## src/rtl/sgen_fcw_sweep.sv

```systemverilog
// Frequency-control-word sweep generator feeding an NCO: sawtooth single sweep, or a
// continuous triangle sweep when SGEN_FCW_SWEEP_TRIANGLE_EN is defined.
module sgen_fcw_sweep #(
  parameter int unsigned gp_phase_accu_width = 16,
  parameter int unsigned gp_dwell_width      = 12
) (
  input  logic                           i_clk,
  input  logic                           i_rst,
  input  logic                           i_start,
  input  logic                           i_stop,
  input  logic                           i_mode,
  input  logic [gp_phase_accu_width-1:0] i_fcw_start,
  input  logic [gp_phase_accu_width-1:0] i_fcw_stop,
  input  logic [gp_phase_accu_width-1:0] i_fcw_step,
  input  logic [gp_dwell_width-1:0]      i_dwell,
  output logic [gp_phase_accu_width-1:0] o_fcw,
  output logic                           o_ena,
  output logic                           o_busy,
  output logic                           o_done
);

  localparam int unsigned W = gp_phase_accu_width;

`ifdef SGEN_FCW_SWEEP_TRIANGLE_EN
  typedef enum logic [1:0] {StIdle, StUp, StDown} state_e;
`else
  typedef enum logic [1:0] {StIdle, StUp} state_e;
`endif

  state_e                    state_q, state_d;
  logic [W-1:0]              fcw_q, fcw_d;
  logic [W-1:0]              start_q, start_d, stop_q, stop_d, step_q, step_d;
  logic [gp_dwell_width-1:0] dwell_q, dwell_d, cnt_q, cnt_d;
  logic                      ena_q, ena_d, busy_q, busy_d, done_q, done_d;

  // Steps are one bit wider so an overflow saturates at the endpoint instead of wrapping.
  logic [W:0]   up_sum;
  logic [W-1:0] up_next;
  logic         up_end, hold_end;

  assign up_sum   = {1'b0, fcw_q} + {1'b0, step_q};
  assign up_next  = (up_sum >= {1'b0, stop_q}) ? stop_q : up_sum[W-1:0];
  assign up_end   = (fcw_q >= stop_q) || (step_q == '0);
  assign hold_end = (cnt_q == dwell_q);

`ifdef SGEN_FCW_SWEEP_TRIANGLE_EN
  logic         mode_q, mode_d;
  logic [W:0]   dn_diff;
  logic [W-1:0] dn_next;
  logic         dn_end, degen;

  assign dn_diff = {1'b0, fcw_q} - {1'b0, step_q};
  assign dn_next = (dn_diff[W] || (dn_diff[W-1:0] <= start_q)) ? start_q : dn_diff[W-1:0];
  assign dn_end  = (fcw_q <= start_q) || (step_q == '0);
  // A degenerate range keeps bouncing between UP and DOWN on fcw_start.
  assign degen   = (stop_q <= start_q) || (step_q == '0);
`else
  logic unused_mode;
  assign unused_mode = i_mode;
`endif

  always_comb begin
    state_d = state_q;
    fcw_d   = fcw_q;
    cnt_d   = cnt_q;
    start_d = start_q;
    stop_d  = stop_q;
    step_d  = step_q;
    dwell_d = dwell_q;
    done_d  = 1'b0;
`ifdef SGEN_FCW_SWEEP_TRIANGLE_EN
    mode_d  = mode_q;
`endif
    unique case (state_q)
      StIdle: begin
        if (i_start && !i_stop) begin
          start_d = i_fcw_start;
          stop_d  = i_fcw_stop;
          step_d  = i_fcw_step;
          dwell_d = i_dwell;
`ifdef SGEN_FCW_SWEEP_TRIANGLE_EN
          mode_d  = i_mode;
`endif
          fcw_d   = i_fcw_start;
          cnt_d   = '0;
          state_d = StUp;
        end
      end
      StUp: begin
        if (!hold_end) begin
          cnt_d = cnt_q + 1'b1;
        end else begin
          cnt_d = '0;
          if (!up_end) begin
            fcw_d = up_next;
          end
`ifdef SGEN_FCW_SWEEP_TRIANGLE_EN
          else if (mode_q) begin
            state_d = StDown;
            if (!degen) fcw_d = dn_next;
          end
`endif
          else begin
            state_d = StIdle;
            done_d  = 1'b1;
          end
        end
      end
`ifdef SGEN_FCW_SWEEP_TRIANGLE_EN
      StDown: begin
        if (!hold_end) begin
          cnt_d = cnt_q + 1'b1;
        end else begin
          cnt_d = '0;
          if (!dn_end) begin
            fcw_d = dn_next;
          end else begin
            state_d = StUp;
            if (!degen) fcw_d = up_next;
          end
        end
      end
`endif
      default: state_d = StIdle;
    endcase

    if (i_stop) begin
      state_d = StIdle;
      fcw_d   = fcw_q;
      cnt_d   = '0;
      done_d  = 1'b0;
    end

    busy_d = (state_d != StIdle);
    ena_d  = busy_d;
  end

  always_ff @(posedge i_clk) begin
    if (i_rst) begin
      state_q <= StIdle;
      fcw_q   <= '0;
      cnt_q   <= '0;
      start_q <= '0;
      stop_q  <= '0;
      step_q  <= '0;
      dwell_q <= '0;
      ena_q   <= 1'b0;
      busy_q  <= 1'b0;
      done_q  <= 1'b0;
`ifdef SGEN_FCW_SWEEP_TRIANGLE_EN
      mode_q  <= 1'b0;
`endif
    end else begin
      state_q <= state_d;
      fcw_q   <= fcw_d;
      cnt_q   <= cnt_d;
      start_q <= start_d;
      stop_q  <= stop_d;
      step_q  <= step_d;
      dwell_q <= dwell_d;
      ena_q   <= ena_d;
      busy_q  <= busy_d;
      done_q  <= done_d;
`ifdef SGEN_FCW_SWEEP_TRIANGLE_EN
      mode_q  <= mode_d;
`endif
    end
  end

  assign o_fcw  = fcw_q;
  assign o_ena  = ena_q;
  assign o_busy = busy_q;
  assign o_done = done_q;

endmodule
```

## config.mk

```make
export PLATFORM = sky130hd
export DESIGN_NAME = sgen_fcw_sweep
export DESIGN_NICKNAME = d
export VERILOG_FILES = /design/src/rtl/sgen_fcw_sweep.sv
export SDC_FILE = /design/constraint.sdc
export NUM_CORES = 1
export LEC_CHECK = 0
export BUFFER_PORTS_ARGS = -buffer_cell sky130_fd_sc_hd__buf_2
export CAP_MARGIN = 10
export CORE_MARGIN = 10
export CORE_UTILIZATION = 57
export CTS_CLUSTER_SIZE = 14
export DETAILED_ROUTE_END_ITERATION = 8
export HOLD_SLACK_MARGIN = 0.03
export PLACE_DENSITY = 0.81
export SETUP_SLACK_MARGIN = 0.5
export SLEW_MARGIN = 40
export SYNTH_ARGS = -nofsm -noshare
export SYNTH_HDL_FRONTEND = slang
export SYNTH_SLANG_ARGS = --single-unit
```

## constraint.sdc

```tcl
create_clock -name i_clk -period 4.35 [get_ports i_clk]
set_input_delay 0.2175 -clock i_clk [delete_from_list [all_inputs] [get_ports i_clk]]
set_output_delay 0.2175 -clock i_clk [all_outputs]
set_load 0.02 [all_outputs]
```

Yosys cells after proc, flatten, opt, wreduce, memory -nomap -nowiden
Cells that the tools add are included.
{"block": "totals", "reg_bits": 76, "inputBits": 65, "out_inout_bits": 19}
{"block": "classes", "addsub": 2, "n_lt_le_gt_ge": 2, "n_eq_ne": 5, "muxes": 14, "bitwise_logic": 3, "n_reduce_logical": 12}
{"operator": "$mux 16", "n": 4}
{"operator": "$pmux 16 s2", "n": 1}
{"operator": "$mux 12", "n": 2}
{"operator": "$pmux 12 s2", "n": 1}
{"operator": "$add 16x16->17", "n": 1}
{"operator": "$ge 17x16->1", "n": 1}
{"operator": "$ge 16x16->1", "n": 1}
{"operator": "$logic_not 16->1", "n": 1}
{"operator": "$add 12x1->12 const B", "n": 1}
{"operator": "$eq 12x12->1", "n": 1}
{"operator": "$mux 2", "n": 4}
{"operator": "$ne 2x2->1 const B", "n": 3}
{"operator": "$reduce_and 5->1", "n": 1}
{"operator": "$pmux 2 s2", "n": 1}
{"operator": "$reduce_and 2->1", "n": 2}
{"operator": "$reduce_bool 2->1", "n": 2}
{"operator": "$reduce_or 4->1", "n": 1}
{"operator": "$not 1->1", "n": 3}
{"operator": "$eq 2x1->1 const B", "n": 1}
{"operator": "$logic_not 2->1", "n": 1}
{"operator": "$reduce_or 2->1", "n": 1}
{"operator": "$logic_and 1x1->1", "n": 1}
{"operator": "$logic_not 1->1", "n": 1}
{"operator": "$logic_or 1x1->1", "n": 1}
{"operator": "$mux 1", "n": 1}

Logic depth before layout (Yosys ltp)
{"block": "logic_depth", "ltp_word": 7, "ltp_mapped": 19, "ltp_nobuf": 17}

Worst setup path before layout
OpenSTA, ideal clock, no wires.
{"block": "synth_path", "path_type": "flip-flop to flip-flop", "start": "reg fcw_q[0] (netlist: o_fcw[0])", "end": "reg fcw_q[4] (netlist: o_fcw[4])", "arrival_ps": 3979, "setup_slack_ps": 257, "stages_incl_launch_ff": 19, "path_buffers": 2, "period_less_slack_ps": 4093, "cell_sequence": "dfxtp_1 ha_1 fa_1 a21o_1 nand4_1 nand2_1 a21o_1 o311a_1 a211o_1 ha_1 a211o_1 o41ai_1 nand4_1 a41oi_1 buf_4 buf_4 mux2i_1 a21oi_1 a21o_1"}
{"block": "synth_between", "elab_chain_cells": 6, "word_cells_on_any_way": 10}
{"element": "start: declaration", "line_no": "31", "source": "logic [W-1:0] fcw_q, fcw_d;"}
{"element": "start signal: assignment", "line_no": "155", "source": "fcw_q <= fcw_d;"}
{"element": "$add 16x16->17", "line_no": "41", "source": "assign up_sum = {1'b0, fcw_q} + {1'b0, step_q};"}
{"element": "$ge 17x16->1", "line_no": "42", "source": "assign up_next = (up_sum >= {1'b0, stop_q}) ? stop_q : up_sum[W-1:0];"}
{"element": "$mux 16", "line_no": "42"}
{"element": "$mux 16", "line_no": "94", "source": "if (!up_end) begin"}
{"element": "$mux 16", "line_no": "90", "source": "if (!hold_end) begin"}
{"element": "$pmux 16 s2", "line_no": "74", "source": "unique case (state_q)"}
Parallel ways exist; a longest one is shown, timed or not. The select of a mux whose other input is x is not followed.
A chain may end at the register's enable or synchronous reset.

Final worst setup path
{"block": "layout_path", "start": "reg fcw_q[0] (netlist: o_fcw[0])", "end": "reg fcw_q[8] (netlist: o_fcw[8])"}
Same word-level chain as after synthesis.

==> impl_metrics.yaml <==
setup_path:
  reg2regPathDepth: 17
  critPathArrivalTime_ns: 4.45
  reg_to_reg_end: "o_fcw[8]"
  timing.reg2reg.setup_slack_ns: 0.16
  timing.critical_path.from_type: "register"
  cp-end-kind: "register"
  criticalPathCategory: "register to register"
  regToRegStartpoint: "o_fcw[0]"
  cp_max_fo: 6
  critical_path_required_ns: 4.60
grt:
  grt_use_total: 0.221
  antenna_found_initial: 0
  maximum_number_of_pins_on_one_net_before_global_route_repair: 50
  grt_overflow_total: 0
  grt_pass1_wl_mm: 23.4
  number_of_global_route_vias_before_repair: 4773
floorplanning:
  dieArea_mm2: 0.0124
  height_of_the_chip_um: 111
  core_region_area_mm2: 0.00818
  floorplan.initialDensity: 0.580
  num_io_pins: 84
  floorplan.rows: 33
  die_x_um: 111
logic_synthesis:
  synth_seq_cells: 76
  netlist-cell-type-count: 49
  synthesis.instances: 597
  post_synth_instance_area_mm2: 0.00474
  yosysSeqAreaShare: 0.321
  number_of_synthesized_flops_with_an_enable_pin: 0
  synth-main-ff-cell: "dfxtp_1"
  post-synth-top-area-fraction: 0.321
  syn-num-nets: 712
  synth_area_leader_cell: "dfxtp_1"
  async_flop_share: 0
  most_frequent_cell_after_synthesis: "nand2_1"
  post_synth_main_area_contributors: "dfxtp_1, ha_1, nand2_1, a21oi_1, a21o_1"
  synth.yosys.warnings: 0
  synth_common_cells: "nand2_1, a21oi_1, dfxtp_1"
  avgSynthCellArea_um2: 7.95
placed_design:
  gp_congestion: 0.917
  port_buffers: 82
  numPlacedInstances: 763
  hpwl_mm: 10.4
timing:
  final_setup_violation_count: 0
  period_share: 0.964
  finClkSkew_ns: 0.0101
  slew_headroom: 0.530
  timing_max_transition_violations_final: 0
  post-route-min-period_ns: 4.19
  setup_total_negative_slack_ns: 0
  grt_setup_unrepaired: "true"
  clock.fmax_mhz: 239
  worst-slew-pin-transition_ns: 0.705
  timing.final.hold_violations: 0
detailed_routing:
  routed_wl_mm: 14.0
  detailedRoute.firstIterationViolations: 300
  count_of_unresolved_drc_violations_after_routing: 0
  route.detailed.wl_per_inst_um: 17.6
  viasPerCell: 5.96
  via_count: 4748
  drt_first_pass_iters: 5
  ant_nets: 0
clock_tree:
  clkLatencyLatePin_ns: 0.36
  tritoncts: "done"
  clock_tree.buffer_depth: 2
  h-tree-depth: 3
  cts.clk_slew.worst_paths_ns: 0.09
  clock-sinks: 76
  tritoncts.num_buffers: 9
  clock-root-buffer: "clkbuf_8"
  postCtsHoldBufs: 0
layout:
  final_layout_size_suffix_gt1_frac: 0.215
  stdcell_count: 797
  antenna-diode-count: 0
  fill_cells: 684
  flow.area_growth_from_synthesis_pct: 20.3
  finalNetCount: 802
outcome:
  outcome: "finished, final reports clean"
flow_run:
  maxCapViolCount: 0
hold_path:
  hold_path.startpoint: "i_fcw_step[0]"
  timing.hold.worst_endpoint: "step_q[0]"
  min_path_type: "input pin to register"
  worst_hold_path.num_cells: 3
power:
  power_density_mw_per_mm2: 310
  ir_drop_v: 0.000202
  static-leakage-power_nw: 2.65
[state kept, by name, indices dropped and copies added, names as in the netlist]
name     flops
dwell_q     12
o_fcw       16
cnt_q       12
step_q      16
o_busy       1
o_done       1
stop_q      16
state_q      2
[per-stage QoR]
| stage | util | setup slack (ns) | instance area [um^2] | hold WS [ns] | power (mW) |
|---|---|---|---|---|---|
| floorplan | - | 0.502 | 4810 | 0.353 | 1.01 |
| global placement | 0.647 | 0.319 | 5290 | 0.452 | 1.10 |
| detailed placement | 0.647 | 0.214 | 5290 | 0.461 | 1.11 |
| CTS | 0.687 | 0.359 | 5620 | 0.0910 | 1.74 |
| global route | 0.698 | -0.000748 | 5710 | 0.0871 | 1.84 |
| finish | 0.698 | 0.157 | 5710 | 0.0841 | 1.77 |
[report_power, final]
part	leakage, nW	switching, mW	internal (mW)
clock	0.0999	0.283	0.283
combinational	1.93	0.235	0.227
sequential	0.620	0.0229	0.715
total	2.65	0.541	1.23
[routing by layer]
metal | part of all wire | global-route usage | wire length (um)
met1 | 0.42 | 0.269 | 5870
met2 | 0.50 | 0.384 | 6960
met5 | 0 | 0 | 0
met4 | 0.017 | 0.0531 | 244
met3 | 0.066 | 0.0487 | 928
[what timing repair did]
item / CTS / global route
gates cloned: 1 / 0
endpoints found under the setup margin: 16 / 16
pin swaps: 14 / 9
gates resized for setup: 12 / 7
buffers inserted: 11 / 6
[cell families (layout without fill, tap and decap cells)]
| family | count (synthesis) | count (layout) | share of synthesized area |
|---|---|---|---|
| AOI/OAI and AO/OA | 188 | 188 | 0.247 |
| adders and majority gates | 50 | 50 | 0.133 |
| and+or+nand+nor | 197 | 197 | 0.187 |
| DFF | 76 | 76 | 0.321 |
| other | 1 | 1 | 0.000790 |
| muxes | 14 | 14 | 0.0295 |
| buffers and inverters | 49 | 144 | 0.0417 |
| xor gates and xnor gates | 22 | 22 | 0.0406 |
[worst max-delay path, cell delays in order (launching register included)]
cell and delay [ns]:
dfxtp_4 0.36, ha_4 0.16, fa_2 0.34, a21o_1 0.18, nand4_1 0.12, nand2_1 0.09, a21o_1 0.24, o311a_1 0.31
a211o_1 0.33, ha_4 0.23, a211o_1 0.27, o41ai_2 0.30, nand4_1 0.15, a41oi_2 0.28, buf_6 0.20, mux2i_2 0.27
a21oi_1 0.11, a21o_1 0.16
[final cells by class]
| class | instances | area, um^2 | share of cell area |
|---|---|---|---|
| sequential | 76 | 1530 | 0.269 |
| multi-input combinational | 472 | 3130 | 0.548 |
| timing repair buffer | 107 | 632 | 0.111 |
| clock inverter | 5 | 60.1 | 0.0105 |
| tap | 105 | 131 | 0.0230 |
| inverter | 21 | 78.8 | 0.0138 |
| clock buffer | 11 | 141 | 0.0248 |
[worst max-delay path by stage]
stage,cells after the start,start,endpoint
after floorplan,17,o_fcw[5],o_fcw[4]
after global placement,18,step_q[0],o_fcw[9]
after detailed placement,18,step_q[0],o_fcw[8]
after CTS,17,o_fcw[0],o_fcw[8]
after global routing,17,o_fcw[0],o_fcw[11]
final,17,o_fcw[0],o_fcw[8]
[cells in the final DEF, fill, tap and decap left out, types with 5 or more instances in the layout]
master,instances
nor2_1,24
a31oi_1,6
mux2i_1,12
ha_1,45
xor2_1,17
nand2_1,110
and3_1,5
a21o_1,23
xnor2_1,5
buf_6,5
nor4_1,10
nand4_1,7
dfxtp_1,70
buf_4,20
o21ai_0,30
nand2b_1,6
o211ai_1,8
buf_2,81
a21oi_1,76
a311oi_1,8
o21a_1,5
inv_1,21
nor2b_1,5
nand3_1,9
nor3_1,9
clkbuf_8,10
Note: power is estimated with default switching activity, not from simulation.
